--- src/rtl/wb_ext_bridge_if.sv ---
// ---------------------------------------------------------------------------
// wb_ext_bridge_if
// Wishbone classic slave-port bundle between the caravel Wishbone pins and
// wb_ext_bridge.  Signal names keep the caravel naming, where the _i/_o
// suffixes are seen from the slave (bridge) side.
//
// Parameters:
//   ADDR_W  address width
//   DATA_W  data width (multiple of 8)
//
// Signals:
//   wbs_cyc_i, wbs_stb_i, wbs_we_i   cycle / strobe / write-enable
//   wbs_sel_i [DATA_W/8]             byte selects
//   wbs_adr_i [ADDR_W]               address
//   wbs_dat_i [DATA_W]               write data
//   wbs_dat_o [DATA_W]               read data (driven by the bridge)
//   wbs_ack_o                        acknowledge (driven by the bridge)
//
// Modports:
//   master  Wishbone host side (drives control, address, write data)
//   slave   bridge side (drives read data and ack)
// ---------------------------------------------------------------------------
interface wb_ext_bridge_if #(
    parameter int ADDR_W = 32,
    parameter int DATA_W = 32
) ();

    logic                  wbs_cyc_i;
    logic                  wbs_stb_i;
    logic                  wbs_we_i;
    logic [DATA_W/8-1:0]   wbs_sel_i;
    logic [ADDR_W-1:0]     wbs_adr_i;
    logic [DATA_W-1:0]     wbs_dat_i;
    logic [DATA_W-1:0]     wbs_dat_o;
    logic                  wbs_ack_o;

    modport master (
        output wbs_cyc_i,
        output wbs_stb_i,
        output wbs_we_i,
        output wbs_sel_i,
        output wbs_adr_i,
        output wbs_dat_i,
        input  wbs_dat_o,
        input  wbs_ack_o
    );

    modport slave (
        input  wbs_cyc_i,
        input  wbs_stb_i,
        input  wbs_we_i,
        input  wbs_sel_i,
        input  wbs_adr_i,
        input  wbs_dat_i,
        output wbs_dat_o,
        output wbs_ack_o
    );

endinterface

--- src/rtl/wb_ext_bridge.sv ---
// ---------------------------------------------------------------------------
// wb_ext_bridge
// Registered bridge from the caravel Wishbone classic slave port to NUM_CH
// core-side ext_* request/ready ports.  Every Wishbone transaction is run by
// a small FSM that decodes a channel from the address, raises ext_valid on
// that channel only, waits for ext_ready, captures read data and returns a
// single-cycle ack.  If the host drops cyc mid-request the core-side request
// is still carried through to ready, but no ack is returned.
//
// Optional feature (macro WB_EXT_TIMEOUT_EN):
//   A down-counter bounds the time spent waiting for ext_ready.  On expiry
//   the request is dropped, the host is acked with all-ones data and the
//   sticky timeout_irq is set; it clears on the next normally completed ack.
//   Without the macro the bridge waits indefinitely and timeout_irq is 0.
//
// Ports:
//   wb_clk_i          clock
//   wb_rst_i          synchronous active-high reset
//   wb                Wishbone slave bundle (wb_ext_bridge_if.slave)
//   ext_valid         per-channel request
//   ext_ready         per-channel completion
//   ext_address       per-channel address, channel c at [c*ADDR_W +: ADDR_W]
//   ext_write_data    per-channel write data
//   ext_write_strobe  per-channel byte strobes (zero for reads)
//   ext_instruction   per-channel instruction-space flag
//   ext_read_data     per-channel read data
//   timeout_irq       sticky timeout flag
//
// FSM states:
//   ST_IDLE | waiting for cyc & stb; latches the request
//   ST_REQ  | ext_valid high on the addressed channel until ready/timeout
//   ST_ACK  | wbs_ack_o high for this single cycle
// ---------------------------------------------------------------------------
module wb_ext_bridge #(
    parameter int ADDR_W         = 32,
    parameter int DATA_W         = 32,
    parameter int NUM_CH         = 2,
    parameter int CH_SEL_LSB     = 24,
    parameter int INSTR_BIT      = 23,
    parameter int TIMEOUT_CYCLES = 255
) (
    input  logic                           wb_clk_i,
    input  logic                           wb_rst_i,
    wb_ext_bridge_if.slave                 wb,
    output logic [NUM_CH-1:0]              ext_valid,
    input  logic [NUM_CH-1:0]              ext_ready,
    output logic [NUM_CH*ADDR_W-1:0]       ext_address,
    output logic [NUM_CH*DATA_W-1:0]       ext_write_data,
    output logic [NUM_CH*(DATA_W/8)-1:0]   ext_write_strobe,
    output logic [NUM_CH-1:0]              ext_instruction,
    input  logic [NUM_CH*DATA_W-1:0]       ext_read_data,
    output logic                           timeout_irq
);

    localparam int CW = (NUM_CH > 1) ? $clog2(NUM_CH) : 1;
    localparam int SW = DATA_W / 8;
    // One extra bit so that channel numbers >= NUM_CH compare correctly
    // even when NUM_CH is a power of two.
    localparam logic [CW:0] NUM_CH_W = (CW + 1)'(NUM_CH);

    typedef enum logic [1:0] {
        ST_IDLE = 2'd0,
        ST_REQ  = 2'd1,
        ST_ACK  = 2'd2
    } state_t;

    state_t                      state_q,  state_d;
    logic [CW-1:0]               ch_q,     ch_d;
    logic                        we_q,     we_d;
    logic                        miss_q,   miss_d;
    logic                        abort_q,  abort_d;
    logic [NUM_CH-1:0]           valid_q,  valid_d;
    logic [NUM_CH*ADDR_W-1:0]    addr_q,   addr_d;
    logic [NUM_CH*DATA_W-1:0]    wdata_q,  wdata_d;
    logic [NUM_CH*SW-1:0]        strb_q,   strb_d;
    logic [NUM_CH-1:0]           instr_q,  instr_d;
    logic [DATA_W-1:0]           dat_o_q,  dat_o_d;
    logic                        ack_q,    ack_d;

`ifdef WB_EXT_TIMEOUT_EN
    localparam int TW = (TIMEOUT_CYCLES > 1) ? $clog2(TIMEOUT_CYCLES) : 1;
    logic [TW-1:0]               cnt_q,    cnt_d;
    logic                        irq_q,    irq_d;
    logic                        tmo;
`endif

    // Addressed-channel view of ext_ready / ext_read_data.
    logic                        rdy_sel;
    logic [DATA_W-1:0]           rd_sel;
    // Completion of the current REQ and the data returned to the host.
    logic                        done;
    logic [DATA_W-1:0]           rdata;

    always_comb begin
        rdy_sel = 1'b0;
        rd_sel  = '0;
        for (int c = 0; c < NUM_CH; c++) begin
            if (ch_q == CW'(c)) begin
                rdy_sel = ext_ready[c];
                rd_sel  = ext_read_data[c*DATA_W +: DATA_W];
            end
        end
    end

    always_comb begin
        state_d = state_q;
        ch_d    = ch_q;
        we_d    = we_q;
        miss_d  = miss_q;
        abort_d = abort_q;
        valid_d = valid_q;
        addr_d  = addr_q;
        wdata_d = wdata_q;
        strb_d  = strb_q;
        instr_d = instr_q;
        dat_o_d = dat_o_q;
        ack_d   = 1'b0;
        done    = 1'b0;
        rdata   = '0;
`ifdef WB_EXT_TIMEOUT_EN
        cnt_d   = cnt_q;
        irq_d   = irq_q;
        tmo     = 1'b0;
`endif

        case (state_q)
            ST_IDLE: begin
                if (wb.wbs_cyc_i && wb.wbs_stb_i) begin
                    ch_d    = wb.wbs_adr_i[CH_SEL_LSB +: CW];
                    we_d    = wb.wbs_we_i;
                    abort_d = 1'b0;
                    miss_d  = ({1'b0, ch_d} >= NUM_CH_W);
                    state_d = ST_REQ;
`ifdef WB_EXT_TIMEOUT_EN
                    cnt_d   = TW'(TIMEOUT_CYCLES - 1);
`endif
                    // ext outputs are all zero in IDLE, so only the addressed
                    // channel needs loading.  An undecoded channel still spends
                    // one cycle in REQ with nothing driven, which keeps its
                    // stb-to-ack latency equal to the fastest real access.
                    for (int c = 0; c < NUM_CH; c++) begin
                        if (!miss_d && ch_d == CW'(c)) begin
                            valid_d[c]                      = 1'b1;
                            addr_d[c*ADDR_W +: ADDR_W]      = wb.wbs_adr_i;
                            wdata_d[c*DATA_W +: DATA_W]     = wb.wbs_dat_i;
                            strb_d[c*SW +: SW]              = wb.wbs_we_i ? wb.wbs_sel_i : '0;
                            instr_d[c]                      = wb.wbs_adr_i[INSTR_BIT];
                        end
                    end
                end
            end

            ST_REQ: begin
                // Once cyc has dropped the host no longer wants the ack, but
                // the core-side handshake is still finished.
                abort_d = abort_q | ~wb.wbs_cyc_i;

                if (miss_q) begin
                    done = 1'b1;
                end else if (rdy_sel) begin
                    done  = 1'b1;
                    rdata = we_q ? '0 : rd_sel;
                end
`ifdef WB_EXT_TIMEOUT_EN
                else if (cnt_q == '0) begin
                    done  = 1'b1;
                    tmo   = 1'b1;
                    rdata = '1;
                end else begin
                    cnt_d = cnt_q - TW'(1);
                end
`endif

                if (done) begin
                    valid_d = '0;
                    addr_d  = '0;
                    wdata_d = '0;
                    strb_d  = '0;
                    instr_d = '0;
                    if (abort_d) begin
                        state_d = ST_IDLE;
                    end else begin
                        state_d = ST_ACK;
                        ack_d   = 1'b1;
                        dat_o_d = rdata;
                    end
`ifdef WB_EXT_TIMEOUT_EN
                    if (tmo) begin
                        irq_d = 1'b1;
                    end else if (!abort_d) begin
                        irq_d = 1'b0;
                    end
`endif
                end
            end

            ST_ACK: begin
                state_d = ST_IDLE;
            end

            default: begin
                state_d = ST_IDLE;
            end
        endcase
    end

    always_ff @(posedge wb_clk_i) begin
        if (wb_rst_i) begin
            state_q <= ST_IDLE;
            ch_q    <= '0;
            we_q    <= 1'b0;
            miss_q  <= 1'b0;
            abort_q <= 1'b0;
            valid_q <= '0;
            addr_q  <= '0;
            wdata_q <= '0;
            strb_q  <= '0;
            instr_q <= '0;
            dat_o_q <= '0;
            ack_q   <= 1'b0;
`ifdef WB_EXT_TIMEOUT_EN
            cnt_q   <= '0;
            irq_q   <= 1'b0;
`endif
        end else begin
            state_q <= state_d;
            ch_q    <= ch_d;
            we_q    <= we_d;
            miss_q  <= miss_d;
            abort_q <= abort_d;
            valid_q <= valid_d;
            addr_q  <= addr_d;
            wdata_q <= wdata_d;
            strb_q  <= strb_d;
            instr_q <= instr_d;
            dat_o_q <= dat_o_d;
            ack_q   <= ack_d;
`ifdef WB_EXT_TIMEOUT_EN
            cnt_q   <= cnt_d;
            irq_q   <= irq_d;
`endif
        end
    end

    assign ext_valid        = valid_q;
    assign ext_address      = addr_q;
    assign ext_write_data   = wdata_q;
    assign ext_write_strobe = strb_q;
    assign ext_instruction  = instr_q;
    assign wb.wbs_dat_o     = dat_o_q;
    assign wb.wbs_ack_o     = ack_q;

`ifdef WB_EXT_TIMEOUT_EN
    assign timeout_irq = irq_q;
`else
    assign timeout_irq = 1'b0;
`endif

endmodule

--- src/flat_wrapper.sv ---
// flat-port wrapper written by rule: the top's interface ports become plain ports
module wb_ext_bridge_flat 
#(
    parameter int ADDR_W         = 32,
    parameter int DATA_W         = 32,
    parameter int NUM_CH         = 2,
    parameter int CH_SEL_LSB     = 24,
    parameter int INSTR_BIT      = 23,
    parameter int TIMEOUT_CYCLES = 255
)
  (wb_clk_i, wb_rst_i, ext_valid, ext_ready, ext_address, ext_write_data, ext_write_strobe, ext_instruction, ext_read_data, timeout_irq, wb_wbs_cyc_i, wb_wbs_stb_i, wb_wbs_we_i, wb_wbs_sel_i, wb_wbs_adr_i, wb_wbs_dat_i, wb_wbs_dat_o, wb_wbs_ack_o);
  wb_ext_bridge_if #(.ADDR_W(ADDR_W), .DATA_W(DATA_W)) wb_i ();
  input  logic wb_clk_i;
  input  logic wb_rst_i;
  output logic [NUM_CH-1:0] ext_valid;
  input  logic [NUM_CH-1:0] ext_ready;
  output logic [NUM_CH*ADDR_W-1:0] ext_address;
  output logic [NUM_CH*DATA_W-1:0] ext_write_data;
  output logic [NUM_CH*(DATA_W/8)-1:0] ext_write_strobe;
  output logic [NUM_CH-1:0] ext_instruction;
  input  logic [NUM_CH*DATA_W-1:0] ext_read_data;
  output logic timeout_irq;
  input wire logic [$bits(wb_i.wbs_cyc_i)-1:0] wb_wbs_cyc_i;
  input wire logic [$bits(wb_i.wbs_stb_i)-1:0] wb_wbs_stb_i;
  input wire logic [$bits(wb_i.wbs_we_i)-1:0] wb_wbs_we_i;
  input wire logic [$bits(wb_i.wbs_sel_i)-1:0] wb_wbs_sel_i;
  input wire logic [$bits(wb_i.wbs_adr_i)-1:0] wb_wbs_adr_i;
  input wire logic [$bits(wb_i.wbs_dat_i)-1:0] wb_wbs_dat_i;
  output wire logic [$bits(wb_i.wbs_dat_o)-1:0] wb_wbs_dat_o;
  output wire logic [$bits(wb_i.wbs_ack_o)-1:0] wb_wbs_ack_o;
  assign wb_i.wbs_cyc_i = wb_wbs_cyc_i;
  assign wb_i.wbs_stb_i = wb_wbs_stb_i;
  assign wb_i.wbs_we_i = wb_wbs_we_i;
  assign wb_i.wbs_sel_i = wb_wbs_sel_i;
  assign wb_i.wbs_adr_i = wb_wbs_adr_i;
  assign wb_i.wbs_dat_i = wb_wbs_dat_i;
  assign wb_wbs_dat_o = wb_i.wbs_dat_o;
  assign wb_wbs_ack_o = wb_i.wbs_ack_o;
  wb_ext_bridge #(.ADDR_W(ADDR_W), .DATA_W(DATA_W), .NUM_CH(NUM_CH), .CH_SEL_LSB(CH_SEL_LSB), .INSTR_BIT(INSTR_BIT), .TIMEOUT_CYCLES(TIMEOUT_CYCLES)) u_core (.wb_clk_i(wb_clk_i), .wb_rst_i(wb_rst_i), .wb(wb_i), .ext_valid(ext_valid), .ext_ready(ext_ready), .ext_address(ext_address), .ext_write_data(ext_write_data), .ext_write_strobe(ext_write_strobe), .ext_instruction(ext_instruction), .ext_read_data(ext_read_data), .timeout_irq(timeout_irq));
endmodule
--- config.mk ---
export PLATFORM = sky130hd
export DESIGN_NAME = wb_ext_bridge_flat
export DESIGN_NICKNAME = d
export VERILOG_FILES = /design/src/rtl/wb_ext_bridge_if.sv /design/src/rtl/wb_ext_bridge.sv /design/src/flat_wrapper.sv
export SDC_FILE = /design/constraint.sdc
export NUM_CORES = 1
export LEC_CHECK = 0
export BUFFER_PORTS_ARGS = -buffer_cell sky130_fd_sc_hd__buf_2
export CELL_PAD_IN_SITES_DETAIL_PLACEMENT = 1
export CELL_PAD_IN_SITES_GLOBAL_PLACEMENT = 1
export CORE_MARGIN = 10
export CORE_UTILIZATION = 25
export CTS_CLUSTER_DIAMETER = 200
export DETAILED_ROUTE_END_ITERATION = 16
export GPL_TIMING_DRIVEN = 1
export PLACE_DENSITY_LB_ADDON = 0.1
export SYNTH_ARGS = -nofsm -noshare
export SYNTH_HDL_FRONTEND = slang
export SYNTH_SLANG_ARGS = --single-unit
--- constraint.sdc ---
create_clock -name wb_clk_i -period 2.41 [get_ports wb_clk_i]
set_clock_uncertainty 0.15 [all_clocks]
set_input_delay 0.241 -clock wb_clk_i [delete_from_list [all_inputs] [get_ports wb_clk_i]]
set_output_delay 0.241 -clock wb_clk_i [all_outputs]
set_load 0.01 [all_outputs]
==> metrics.cfg <==
[route]
wl_microns = 29400
drt_iter0_markers = 297
vias = 6962
first_pass_iters = 4
wl_per_cell_microns = 19.8
drcViolationCount = 0
viasPerCell = 4.69
ant_nets = 0

[global_routing]
antenna_found_initial = 2
grt_pass1_vias = 7425
grt_pass1_wl_microns = 44900
grt_max_degree = 76
gr-total-overflow = 0
track_usage = 0.154

[die]
die_area_sq_um = 36800
rows = 62
core_area_sq_um = 28900
start_util = 0.255
die_h_microns = 192
die_x_microns = 192
ios = 313

[hold_path]
min_path_cells = 3
min_path_type = in -> reg
hold_path_startpoint = wb_wbs_we_i
holdPathEnd = u_core.we_q

[synth]
synth_top_area_share = 0.472
synth_warnings = 0
netlist_area_sq_um = 7370
ys_top_cells_by_area = dfxtp_1, mux2i_1, nand3_1
synth_area_per_cell_sq_um = 9.75
ys_seq_area_frac = 0.472
synth_largest_area_cell = dfxtp_1
synth-seq-cells = 174
ys_types = 30
netlist_instances = 756

[setup_path]
r2r_setup_slack_ns = 0.47
critPathKind = in -> reg
critPathCaptureType = flop
critPathArrivalTime_ns = 2.15
worstPathMaxFanout = 21
worst_r2r_path_depth = 4
critPathLaunchType = input pin
r2r_start = u_core.ch_q
cp.required_ns = 2.56
r2r_end = u_core.ext_write_data[11]

[power_and_ir_drop]
vdd_drop_max_uv = 326
comb_power_share = 0.140
p_total_w = 0.00671
p_int_w = 0.00477
p_sw_w = 0.00193
seq_power_share = 0.454
powerDensity_nw_per_um2 = 638
pwr-share-clk = 0.406
p_sw_frac = 0.288
p_leak_nw = 5.03

[sta]
fin_crit_sh = 0.833
finalMaxSlewViolations = 0
setup_violations = 0
rsz0062_at_grt = false
timing.final.crit_period_ns = 2.01
finalSetupTns_ns = 0
maxSlewHeadroom = 0.271
worstMarginPinSlew_ns = 1.09
hold_violations = 0
fmax_mhz = 498
setup_slack_ns = 0.402

[layout]
fillers = 3383
area_delta_synth_final_pct = 42.6
post-route-util = 0.363
layout.cells.non_filler = 1483
layout.nets = 1223
layout-drive-gt1-share = 0.338

[clock_tree]
clk_path_buf_depth = 2
clock-sinks = 174
clock_latency_ns = 0.43
numCtsBuffers = 17
cts_tree = yes
htreeDepth = 4
cts.clk_slew.worst_paths_ns = 0.07
cts-root-buf = clkbuf_16

[run_status]
status = completed

[run]
max_cap_violations = 0

[place]
dp.cells = 1381
place_congestion = 0.716
dp_hpwl_microns = 20500
post-place-ws_ns = 0.456
portBuffers = 310

[flip-flops by register name (all words and copies together), names as in the netlist]
| signal | flops |
|---|---|
| u_core.state_q | 2 |
| u_core.we_q | 1 |
| u_core.ext_write_data | 64 |
| u_core.ext_address | 63 |
| u_core.abort_q | 1 |
| u_core.ch_q | 1 |
| u_core.ext_valid | 1 |
| u_core.wb.wbs_ack_o | 1 |
| u_core.ext_write_strobe | 8 |
| u_core.wb.wbs_dat_o | 32 |
[layer usage]
metal  part of all wire  GRT usage
met5                  0          0
met4             0.0074     0.0300
met3              0.083     0.0544
met2               0.47      0.255
met1               0.44      0.189
[what timing repair did]
action | in CTS | in global routing
hold endpoints to repair | 136 | 0
resized for setup | 0 | 0
hold buffers | 68 | 0
setup buffers | 0 | 0
[power by group through the flow]
stage / combinational (W) / clock, W / sequential (W)
3_3_place_gp: 0.000865 / 0 / 0.00311
6_report: 0.000938 / 0.00273 / 0.00304
3_5_place_dp: 0.000869 / 0 / 0.00311
4_1_cts: 0.000960 / 0.00285 / 0.00304
5_1_grt: 0.00103 / 0.00296 / 0.00306
2_1_floorplan: 0.000435 / 0 / 0.00314
[Yosys cell counts]
master / number
or4_1: 32
a21oi_2: 1
nand4bb_1: 1
a21oi_1: 37
dfxtp_1: 174
buf_2: 16
nor4bb_1: 1
nor3_1: 3
mux2i_1: 141
o21ai_0: 34
o2bb2ai_1: 27
a22oi_1: 1
buf_4: 9
clkbuf_1: 54
nor2_1: 4
o211ai_1: 36
a21boi_0: 27
mux2_2: 1
buf_1: 3
nand2b_1: 1
conb_1: 1
nand2_1: 72
nor2b_1: 2
nand4_1: 4
nand3b_1: 1
a22oi_2: 1
nand3_1: 63
buf_6: 6
inv_1: 2
clkbuf_2: 1
[final cells by class]
cell class | count | area, sq um | area share
Timing Repair Buffer | 397 | 2460 | 0.234
Inverter | 2 | 10.0 | 0.000952
Antenna cell | 2 | 5.00 | 0.000476
Tap cell | 384 | 480 | 0.0457
Clock buffer | 17 | 425 | 0.0405
Multi-Input combinational cell | 492 | 3500 | 0.333
Clock inverter | 15 | 148 | 0.0140
Sequential cell | 174 | 3480 | 0.331
[placed cells by master (no fill, tap or decap), types with 3 or more instances in the layout]
| cell type | netlist | layout |
|---|---|---|
| a21boi_0 | 27 | 27 |
| a21oi_1 | 37 | 37 |
| buf_12 | 0 | 7 |
| buf_2 | 16 | 310 |
| buf_4 | 9 | 12 |
| clkbuf_16 | 0 | 17 |
| dfxtp_1 | 174 | 173 |
| dlygate4sd3_1 | 0 | 68 |
| inv_6 | 0 | 4 |
| inv_8 | 0 | 4 |
| mux2i_1 | 141 | 140 |
| nand2_1 | 72 | 71 |
| nand3_1 | 63 | 63 |
| nand4_1 | 4 | 4 |
| nor2_1 | 4 | 4 |
| nor3_1 | 3 | 3 |
| o211ai_1 | 36 | 36 |
| o21ai_0 | 34 | 34 |
| o2bb2ai_1 | 27 | 27 |
| or4_1 | 32 | 32 |
[stage by stage]
step,area (sq um),hold slack (ns)
2_1_floorplan,7380,0.238
3_3_place_gp,9260,0.292
3_5_place_dp,9260,0.301
4_1_cts,10500,0.0156
5_1_grt,10500,0.0394
6_report,10500,0.0350
[worst max-delay path by stage]
stage	startpoint	end	slack, ns	cells past startpoint
after floorplan	u_core.ch_q	u_core.ext_write_data[10]	0.61	6
after global placement	u_core.ch_q	u_core.ext_write_data[13]	0.52	4
after detailed placement	u_core.ch_q	u_core.ext_write_data[11]	0.46	4
after CTS	wb_wbs_cyc_i	u_core.ext_address[46]	0.39	6
after global routing	wb_wbs_cyc_i	u_core.ext_write_data[61]	0.28	6
final	wb_wbs_cyc_i	u_core.ext_address[33]	0.40	6
[logic make-up after synthesis]
logic type / after synthesis / synth area share
simple gates: 184 / 0.126
buf+inv: 91 / 0.0599
other cells: 1 / 0.000509
compound gates: 164 / 0.148
flops: 174 / 0.472
mux: 142 / 0.193
[worst max-delay path, cell delays in order]
cell	delay, ns
dlygate4sd3_1	0.54
buf_2	0.15
nor4bb_4	0.52
nand2_4	0.21
buf_4	0.30
mux2i_1	0.16
Power figures use the tool's default switching activity.
